<file path="src/rtl/display_pkg.sv">
// Shared display definitions: VGA timing defaults, the RGB444 pixel type,
// frame-buffer geometry helpers and the bank-swap FSM encoding.
package display_pkg;

  localparam int H_ACTIVE_DEF = 640;
  localparam int H_FP_DEF     = 16;
  localparam int H_SYNC_DEF   = 96;
  localparam int H_BP_DEF     = 48;
  localparam int V_ACTIVE_DEF = 480;
  localparam int V_FP_DEF     = 10;
  localparam int V_SYNC_DEF   = 2;
  localparam int V_BP_DEF     = 33;
  localparam int SCALE_DEF    = 4;
  localparam int ADDR_W_DEF   = 16;

  // RGB444 pixel as stored in the frame buffer.
  typedef struct packed {
    logic [3:0] r;
    logic [3:0] g;
    logic [3:0] b;
  } pixel_t;

  localparam int PIXEL_W_DEF = $bits(pixel_t);

  // Stored-buffer dimension for a given visible size; SCALE is a power of two.
  function automatic int fb_dim(input int active, input int scale);
    return active >> $clog2(scale);
  endfunction

  localparam int FB_W_DEF     = fb_dim(H_ACTIVE_DEF, SCALE_DEF);
  localparam int FB_H_DEF     = fb_dim(V_ACTIVE_DEF, SCALE_DEF);
  localparam int FB_DEPTH_DEF = FB_W_DEF * FB_H_DEF;

  typedef enum logic {
    SWAP_IDLE = 1'b0,
    SWAP_ACK  = 1'b1
  } swap_state_t;

endpackage

</file>
<file path="src/rtl/vga_scanout_if.sv">
// Frame-buffer read port plus the bank-swap handshake with the writer.
interface vga_scanout_if #(
  parameter int ADDR_W  = 16,
  parameter int PIXEL_W = 12
);
  logic               rd_en;
  logic [ADDR_W:0]    rd_addr;
  logic [PIXEL_W-1:0] rd_data;
  logic               swap_req;
  logic               swap_ack;
  logic               front_sel;

  // Scanout side.
  modport master (
    output rd_en, rd_addr, swap_ack, front_sel,
    input  rd_data, swap_req
  );

  // Buffer / writer side.
  modport slave (
    input  rd_en, rd_addr, swap_ack, front_sel,
    output rd_data, swap_req
  );
endinterface

</file>
<file path="src/rtl/vga_timing.sv">
// Raster counters with raw (undelayed) sync, active and frame-start flags.
module vga_timing #(
  parameter int H_ACTIVE = 640,
  parameter int H_FP     = 16,
  parameter int H_SYNC   = 96,
  parameter int H_BP     = 48,
  parameter int V_ACTIVE = 480,
  parameter int V_FP     = 10,
  parameter int V_SYNC   = 2,
  parameter int V_BP     = 33,
  localparam int H_TOTAL = H_ACTIVE + H_FP + H_SYNC + H_BP,
  localparam int V_TOTAL = V_ACTIVE + V_FP + V_SYNC + V_BP,
  localparam int HW      = $clog2(H_TOTAL),
  localparam int VW      = $clog2(V_TOTAL)
) (
  input  logic          clk,
  input  logic          rst,
  output logic [HW-1:0] o_h_cnt,
  output logic [VW-1:0] o_v_cnt,
  output logic          o_h_wrap,
  output logic          o_v_last,
  output logic          o_active,
  output logic          o_hsync_n,
  output logic          o_vsync_n,
  output logic          o_frame_start
);
  localparam int H_SYNC_START = H_ACTIVE + H_FP;
  localparam int V_SYNC_START = V_ACTIVE + V_FP;

  logic [HW-1:0] r_h_cnt;
  logic [VW-1:0] r_v_cnt;
  logic          w_h_wrap;
  logic          w_v_last;

  assign w_h_wrap = (r_h_cnt == HW'(H_TOTAL - 1));
  assign w_v_last = (r_v_cnt == VW'(V_TOTAL - 1));

  // Advance h every clock, v on each line wrap, both wrapping to zero.
  always_ff @(posedge clk or posedge rst) begin
    // NOTE: state registers use non-blocking assignments so every flop samples pre-edge values.
    if (rst) begin
      r_h_cnt <= '0;
      r_v_cnt <= '0;
    end else if (w_h_wrap) begin
      r_h_cnt <= '0;
      r_v_cnt <= w_v_last ? '0 : r_v_cnt + 1'b1;
    end else begin
      r_h_cnt <= r_h_cnt + 1'b1;
    end
  end

  assign o_h_cnt       = r_h_cnt;
  assign o_v_cnt       = r_v_cnt;
  assign o_h_wrap      = w_h_wrap;
  assign o_v_last      = w_v_last;
  assign o_active      = (32'(r_h_cnt) < H_ACTIVE) && (32'(r_v_cnt) < V_ACTIVE);
  assign o_hsync_n     = !((32'(r_h_cnt) >= H_SYNC_START) && (32'(r_h_cnt) < H_SYNC_START + H_SYNC));
  assign o_vsync_n     = !((32'(r_v_cnt) >= V_SYNC_START) && (32'(r_v_cnt) < V_SYNC_START + V_SYNC));
  assign o_frame_start = (r_h_cnt == '0) && (r_v_cnt == '0);

endmodule

</file>
<file path="src/rtl/vga_scanout.sv">
// Front-bank reader: upscaled raster addressing, vblank-only bank swap and
// a two-stage pipeline that aligns syncs/de with the returned pixel.
module vga_scanout
  import display_pkg::*;
#(
  parameter int H_ACTIVE = H_ACTIVE_DEF,
  parameter int H_FP     = H_FP_DEF,
  parameter int H_SYNC   = H_SYNC_DEF,
  parameter int H_BP     = H_BP_DEF,
  parameter int V_ACTIVE = V_ACTIVE_DEF,
  parameter int V_FP     = V_FP_DEF,
  parameter int V_SYNC   = V_SYNC_DEF,
  parameter int V_BP     = V_BP_DEF,
  parameter int SCALE    = SCALE_DEF,
  parameter int PIXEL_W  = PIXEL_W_DEF,
  parameter int ADDR_W   = ADDR_W_DEF
) (
  input  logic               clk,
  input  logic               rst,
  vga_scanout_if.master      fb,
  output logic               frame_start,
  output logic               hsync,
  output logic               vsync,
  output logic               de,
  output logic [PIXEL_W-1:0] rgb
);
  localparam int H_TOTAL  = H_ACTIVE + H_FP + H_SYNC + H_BP;
  localparam int V_TOTAL  = V_ACTIVE + V_FP + V_SYNC + V_BP;
  localparam int HW       = $clog2(H_TOTAL);
  localparam int VW       = $clog2(V_TOTAL);
  localparam int SCALE_SH = $clog2(SCALE);
  localparam int FB_W     = fb_dim(H_ACTIVE, SCALE);

  logic [HW-1:0]     w_h_cnt;
  logic [VW-1:0]     w_v_cnt;
  logic              w_h_wrap, w_v_last, w_active, w_hsync_n, w_vsync_n;
  logic              w_row_last, w_vblank_entry, w_swap;
  logic [ADDR_W-1:0] w_col;
  logic [ADDR_W:0]   w_addr;
  swap_state_t       r_state, w_state_nxt;
  logic [ADDR_W-1:0] r_line_base;
  logic [ADDR_W:0]   r_last_addr;
  logic              r_front_sel;
  logic              r_de1, r_hs1, r_vs1;
  logic              r_de, r_hs, r_vs;
  logic [PIXEL_W-1:0] r_rgb;

  vga_timing #(
    .H_ACTIVE(H_ACTIVE), .H_FP(H_FP), .H_SYNC(H_SYNC), .H_BP(H_BP),
    .V_ACTIVE(V_ACTIVE), .V_FP(V_FP), .V_SYNC(V_SYNC), .V_BP(V_BP)
  ) u_timing (
    .clk          (clk),
    .rst          (rst),
    .o_h_cnt      (w_h_cnt),
    .o_v_cnt      (w_v_cnt),
    .o_h_wrap     (w_h_wrap),
    .o_v_last     (w_v_last),
    .o_active     (w_active),
    .o_hsync_n    (w_hsync_n),
    .o_vsync_n    (w_vsync_n),
    .o_frame_start(frame_start)
  );

  // The next line begins a new stored row when (v+1) is a multiple of SCALE.
  assign w_row_last     = (((32'(w_v_cnt) + 32'd1) % 32'(SCALE)) == 32'd0);
  assign w_vblank_entry = (w_h_cnt == '0) && (32'(w_v_cnt) == V_ACTIVE);
  assign w_col          = ADDR_W'(w_h_cnt >> SCALE_SH);
  assign w_addr         = {r_front_sel, r_line_base + w_col};

  // Track (v/SCALE)*FB_W incrementally instead of multiplying.
  always_ff @(posedge clk or posedge rst) begin
    if (rst) begin
      r_line_base <= '0;
    end else if (w_h_wrap) begin
      if (w_v_last)        r_line_base <= '0;
      else if (w_row_last) r_line_base <= r_line_base + ADDR_W'(FB_W);
    end
  end

  // Remember the last active address so rd_addr is quiet during blanking.
  always_ff @(posedge clk or posedge rst) begin
    if (rst)           r_last_addr <= '0;
    else if (w_active) r_last_addr <= w_addr;
  end

  assign fb.rd_en   = w_active;
  assign fb.rd_addr = w_active ? w_addr : r_last_addr;

  // Swap FSM state register and front-bank toggle.
  always_ff @(posedge clk or posedge rst) begin
    if (rst) begin
      r_state     <= SWAP_IDLE;
      r_front_sel <= 1'b0;
    end else begin
      r_state     <= w_state_nxt;
      if (w_swap) r_front_sel <= ~r_front_sel;
    end
  end

  // Swap FSM next state: exchange banks only on entry to vertical blanking.
  always_comb begin
    // NOTE: every output gets a default first, so no path through the case infers a latch.
    w_state_nxt = r_state;
    w_swap      = 1'b0;
    case (r_state)
      SWAP_IDLE: begin
        if (w_vblank_entry && fb.swap_req) begin
          w_state_nxt = SWAP_ACK;
          w_swap      = 1'b1;
        end
      end
      SWAP_ACK:  w_state_nxt = SWAP_IDLE;
      default:   w_state_nxt = SWAP_IDLE;
    endcase
  end

  assign fb.swap_ack  = (r_state == SWAP_ACK);
  assign fb.front_sel = r_front_sel;

  // Delay de/syncs two clocks and register the returned pixel alongside them.
  always_ff @(posedge clk or posedge rst) begin
    if (rst) begin
      r_de1 <= 1'b0;
      r_hs1 <= 1'b1;
      r_vs1 <= 1'b1;
      r_de  <= 1'b0;
      r_hs  <= 1'b1;
      r_vs  <= 1'b1;
      r_rgb <= '0;
    end else begin
      r_de1 <= w_active;
      r_hs1 <= w_hsync_n;
      r_vs1 <= w_vsync_n;
      r_de  <= r_de1;
      r_hs  <= r_hs1;
      r_vs  <= r_vs1;
      r_rgb <= r_de1 ? fb.rd_data : '0;
    end
  end

  assign de    = r_de;
  assign hsync = r_hs;
  assign vsync = r_vs;
  assign rgb   = r_rgb;

endmodule

</file>
<file path="src/flat_wrapper.sv">
// flat-port wrapper written by rule: the top's interface ports become plain ports
module vga_scanout_flat import display_pkg::*;
#(
  parameter int H_ACTIVE = H_ACTIVE_DEF,
  parameter int H_FP     = H_FP_DEF,
  parameter int H_SYNC   = H_SYNC_DEF,
  parameter int H_BP     = H_BP_DEF,
  parameter int V_ACTIVE = V_ACTIVE_DEF,
  parameter int V_FP     = V_FP_DEF,
  parameter int V_SYNC   = V_SYNC_DEF,
  parameter int V_BP     = V_BP_DEF,
  parameter int SCALE    = SCALE_DEF,
  parameter int PIXEL_W  = PIXEL_W_DEF,
  parameter int ADDR_W   = ADDR_W_DEF
)
  (clk, rst, frame_start, hsync, vsync, de, rgb, fb_rd_en, fb_rd_addr, fb_swap_ack, fb_front_sel, fb_rd_data, fb_swap_req);
  vga_scanout_if #(.ADDR_W(ADDR_W), .PIXEL_W(PIXEL_W)) fb_i ();
  input  logic clk;
  input  logic rst;
  output logic frame_start;
  output logic hsync;
  output logic vsync;
  output logic de;
  output logic [PIXEL_W-1:0] rgb;
  output wire logic [$bits(fb_i.rd_en)-1:0] fb_rd_en;
  output wire logic [$bits(fb_i.rd_addr)-1:0] fb_rd_addr;
  output wire logic [$bits(fb_i.swap_ack)-1:0] fb_swap_ack;
  output wire logic [$bits(fb_i.front_sel)-1:0] fb_front_sel;
  input wire logic [$bits(fb_i.rd_data)-1:0] fb_rd_data;
  input wire logic [$bits(fb_i.swap_req)-1:0] fb_swap_req;
  assign fb_rd_en = fb_i.rd_en;
  assign fb_rd_addr = fb_i.rd_addr;
  assign fb_swap_ack = fb_i.swap_ack;
  assign fb_front_sel = fb_i.front_sel;
  assign fb_i.rd_data = fb_rd_data;
  assign fb_i.swap_req = fb_swap_req;
  vga_scanout #(.H_ACTIVE(H_ACTIVE), .H_FP(H_FP), .H_SYNC(H_SYNC), .H_BP(H_BP), .V_ACTIVE(V_ACTIVE), .V_FP(V_FP), .V_SYNC(V_SYNC), .V_BP(V_BP), .SCALE(SCALE), .PIXEL_W(PIXEL_W), .ADDR_W(ADDR_W)) u_core (.clk(clk), .rst(rst), .fb(fb_i), .frame_start(frame_start), .hsync(hsync), .vsync(vsync), .de(de), .rgb(rgb));
endmodule
</file>
<file path="config.mk">
export PLATFORM = sky130hd
export DESIGN_NAME = vga_scanout_flat
export DESIGN_NICKNAME = d
export VERILOG_FILES = /design/src/rtl/display_pkg.sv /design/src/rtl/vga_scanout_if.sv /design/src/rtl/vga_timing.sv /design/src/rtl/vga_scanout.sv /design/src/flat_wrapper.sv
export SDC_FILE = /design/constraint.sdc
export NUM_CORES = 1
export LEC_CHECK = 0
export CAP_MARGIN = 10
export CORE_MARGIN = 10
export CORE_UTILIZATION = 45
export CTS_BUF_LIST = sky130_fd_sc_hd__clkbuf_16
export DETAILED_ROUTE_END_ITERATION = 8
export GPL_TIMING_DRIVEN = 0
export PLACE_DENSITY_LB_ADDON = 0.05
export REMOVE_ABC_BUFFERS = 1
export SLEW_MARGIN = 40
export SYNTH_ARGS = -nofsm -noshare
export SYNTH_HDL_FRONTEND = slang
export SYNTH_SLANG_ARGS = --single-unit
</file>
<file path="constraint.sdc">
create_clock -name clk -period 6.4 [get_ports clk]
set_input_delay 1.28 -clock clk [delete_from_list [all_inputs] [get_ports clk]]
set_output_delay 1.28 -clock clk [all_outputs]
set_load 0.01 [all_outputs]
</file>
==> results.md <==
* Critical Path AT at ~2.8 ns
* Hold buffer count at cts at 0
* Total GRT Usage at 13.3%
* Worst Hold Depth at 0
* Cells along the critical path: ha_1 > a211oi_2 > nor4_1 > xnor2_1 > a21oi_1 > clkdlybuf4s50_1
* Slowest cell delay on critical path at 0.57 ns
* # H-tree levels at 3
* Total negative slack at 0 ns
* PD cells at 233 nW/um^2
* Main combinational cell family by area after synthesis: simple AND/OR/NAND/NOR gates
* Initial DRT Pass Iterations at 4
* Dpl cells at a little under 400
* Synth Area in Compound Gates at 8.25%
* Area occupied by multi-input gates at around 1300 sq um
* Clock Skew at 0.00423 ns
* Critical path class: flop to output pin
* Crit path buf inv count at 1
* R2r worst-path depth at 4
* Overflow left after global routing at 0
* Hold Path End: u_core.vsync
* R2R Path End: u_core.r_line_base[8]
* Syn avg cell area at 11.0 sq um
* Num Clock Sinks at 68
* Final hold viol count at 0
* Tcrit/Tclk final at 63.2%
* Async SR Flop Fraction at 100%
* Largest net degree at the start of global routing at 41
* Reg2reg start: u_core.u_timing.o_h_cnt[7]
* Die area at ~11000 sq um
* Worst hold path class: flop to flop
* Top Family by Delay on Critical Path: compound AO/OA/AOI/OAI gates
* Pins over their slew limit at 0
* Vias per cell at 5.49
* Pin slew with the least headroom to its limit at 0.698 ns
* Post-synth EDFFs at 0
* RSZ-0062 raised after global routing: no
* Routed len/inst at 16.4 um
* Most frequent cells in the layout: dfrtp_1 (64), clkdlybuf4s50_1 (50), nor2_1 (21)
* DR iter-0 viols at between 90 and 100
* Number of synthesized register bits at 68
* IO Count at 51
* Post-Layout Cell Count at approximately 410
* Clk slew on worst S/H paths at 0.06 ns
* Number of max-cap violations at 0
* Clock Tree Buf Depth at 2
* CTS buffer count at 9
* Critical path depth at 6
* Register area share after synthesis at 55.4%
* FF-to-FF setup slack at 3.70 ns
* Mapped cell area at approximately 3000 sq um
* # setup viols final at 0
* Vias at 2273
* # resized after CTS at 0
* Status: finished clean
* Commonest non-fill, non-tap cell in the layout: dfrtp_1
* Final routed DRC violation total at 0
* XOR/XNOR Fraction of Synth Area at 6.82%
* CORE AREA at 6720 sq um
* Critical Path Source Type: flop
* Fin crit period at 4.05 ns
* Vias in the first global route at 2216
* Fillers at 585
* Port-buffer cells at 50
* Critical path endpoint category: output pin
* Detail Route Antenna Nets at 0
* TritonCTS clock tree: built
* Max Fclk at roughly 250 MHz
* DIE WIDTH at 103 um
* Area Growth Syn to Fin at 27.9%
* Drt total wl at 6810 um
* Site Rows at 30
* Mux cell area share after synthesis at roughly 3.6%
* CP required at 5.12 ns
* Synthesis Warnings at 0
* Antenna diode instance count at 0
* HPWL after DPL at between 4000 and 5000 um
* Unique masters post-synth at 44
* Leak pwr at 0.00170 uW
* Simple-Gate Fraction of Synth Area at 19.7%
* Root Driver: clkbuf_16
* Initial Util at a little under half
* Final hold slack at approximately 0.36 ns
* Gate Count Post-Synth at 279
* Antenna violations before repair at 0
* Max-slew headroom at 53.3%
* Die Span Y at 103 um
* Post-CTS Setup Inserts at 0
* CP max stage cell: clkdlybuf4s50_1
* Gpl congestion at 0.827
* Nets at ~350
* Worst hold start: u_core.r_vs1
* Max IR drop VDD at 0.169 mV
* Register Area at roughly 1700 sq um
* First-pass GRT wire length at 11000 um
* Adder-Cell Fraction of Synth Area at under 10%
* Share of layout cells above drive strength 1 at 11.4%
* Worst skew pair latency at 0.33 ns
* CP Max Fanout at 8
* Top FF cell, synth: dfrtp_1
[final cells by class]
type	count	share of cell area (%)
sequential	68	43.3
tap	80	2.54
inverter	6	0.699
clock buffer	9	5.72
clock inverter	7	1.08
multi-input combinational	190	32.9
timing repair buffer	54	13.7
[synth_stat cells, types with 7 or more instances]
cell type	n	area (sq um)
o21ai_0	8	40.0
a21oi_1	18	90.1
and3_1	9	56.3
ha_1	8	100
and2_1	14	87.6
clkbuf_1	9	33.8
nand3_1	7	35.0
mux2_2	9	101
dfrtp_1	64	1600
nand4_1	12	75.1
nor4_1	7	43.8
xor2_1	7	61.3
xnor2_1	17	149
nor3_1	7	35.0
nor2_1	21	78.8
[how the worst max path moves through the flow]
| stage | slack, ns | startpoint | to |
|---|---|---|---|
| CTS | 2.32 | u_core.u_timing.o_h_cnt[8] | fb_rd_addr[15] |
| floorplan | 2.31 | u_core.u_timing.o_v_cnt[7] | fb_rd_addr[0] |
| global placement | 1.10 | u_core.u_timing.o_h_cnt[7] | fb_rd_addr[7] |
| detailed placement | 2.71 | u_core.u_timing.o_h_cnt[8] | fb_rd_addr[15] |
| finish | 2.35 | u_core.u_timing.o_h_cnt[8] | fb_rd_addr[15] |
| global route | 2.14 | u_core.u_timing.o_h_cnt[8] | fb_rd_addr[14] |
[cells by family (layout without fill, tap and decap cells)]
group,count (synthesis),count (layout)
XOR/XNOR,24,24
adder cells (fa/ha/maj),8,8
AND/OR/NAND/NOR,106,106
multiplexers,10,10
buffers and inverters,21,76
flip-flops,68,68
AO/OA/AOI/OAI,42,42
[where the power goes]
| group | leakage (uW) | switching, uW | internal [uW] |
|---|---|---|---|
| clock network | 0.000129 | 191 | 260 |
| registers | 0.000873 | 0.981 | 434 |
| logic | 0.000693 | 14.2 | 17.2 |
[flip-flops by register name, summed over array words and instances (netlist names), 10 cells and up]
register and flops:
u_core.r_last_addr 17, u_core.rgb 12, u_core.r_line_base 11, u_core.u_timing.o_h_cnt 10
u_core.u_timing.o_v_cnt 10
[through the flow]
stage | total power [uW] | setup WS [ns] | utilization, % | cell area, sq um
5_1_grt | 944 | 2.14 | 58.6 | 3940
3_3_place_gp | 472 | 1.10 | 53.8 | 3610
2_1_floorplan | 454 | 2.31 | - | 3010
4_1_cts | 928 | 2.32 | 58.6 | 3940
6_report | 917 | 2.35 | 58.6 | 3940
3_5_place_dp | 475 | 2.71 | 54.7 | 3670
[worst register-to-register path: stages, from the launching register on]
cell     delay, ns
dfrtp_1       0.49
or4b_1        0.71
or3_1         0.60
nor2_1        0.64
nor2_1        0.11
[metal layers]
metal  vias to the layer above  global-route usage [%]  routed length (um)
li1                       1101                       -                   -
met1                      1113                    16.8                3120
met2                        51                    20.2                3160
met3                         8                    4.16                 414
met4                         0                    6.74                 110
met5                         -                       0                   0
Power figures use the tool's default switching activity.
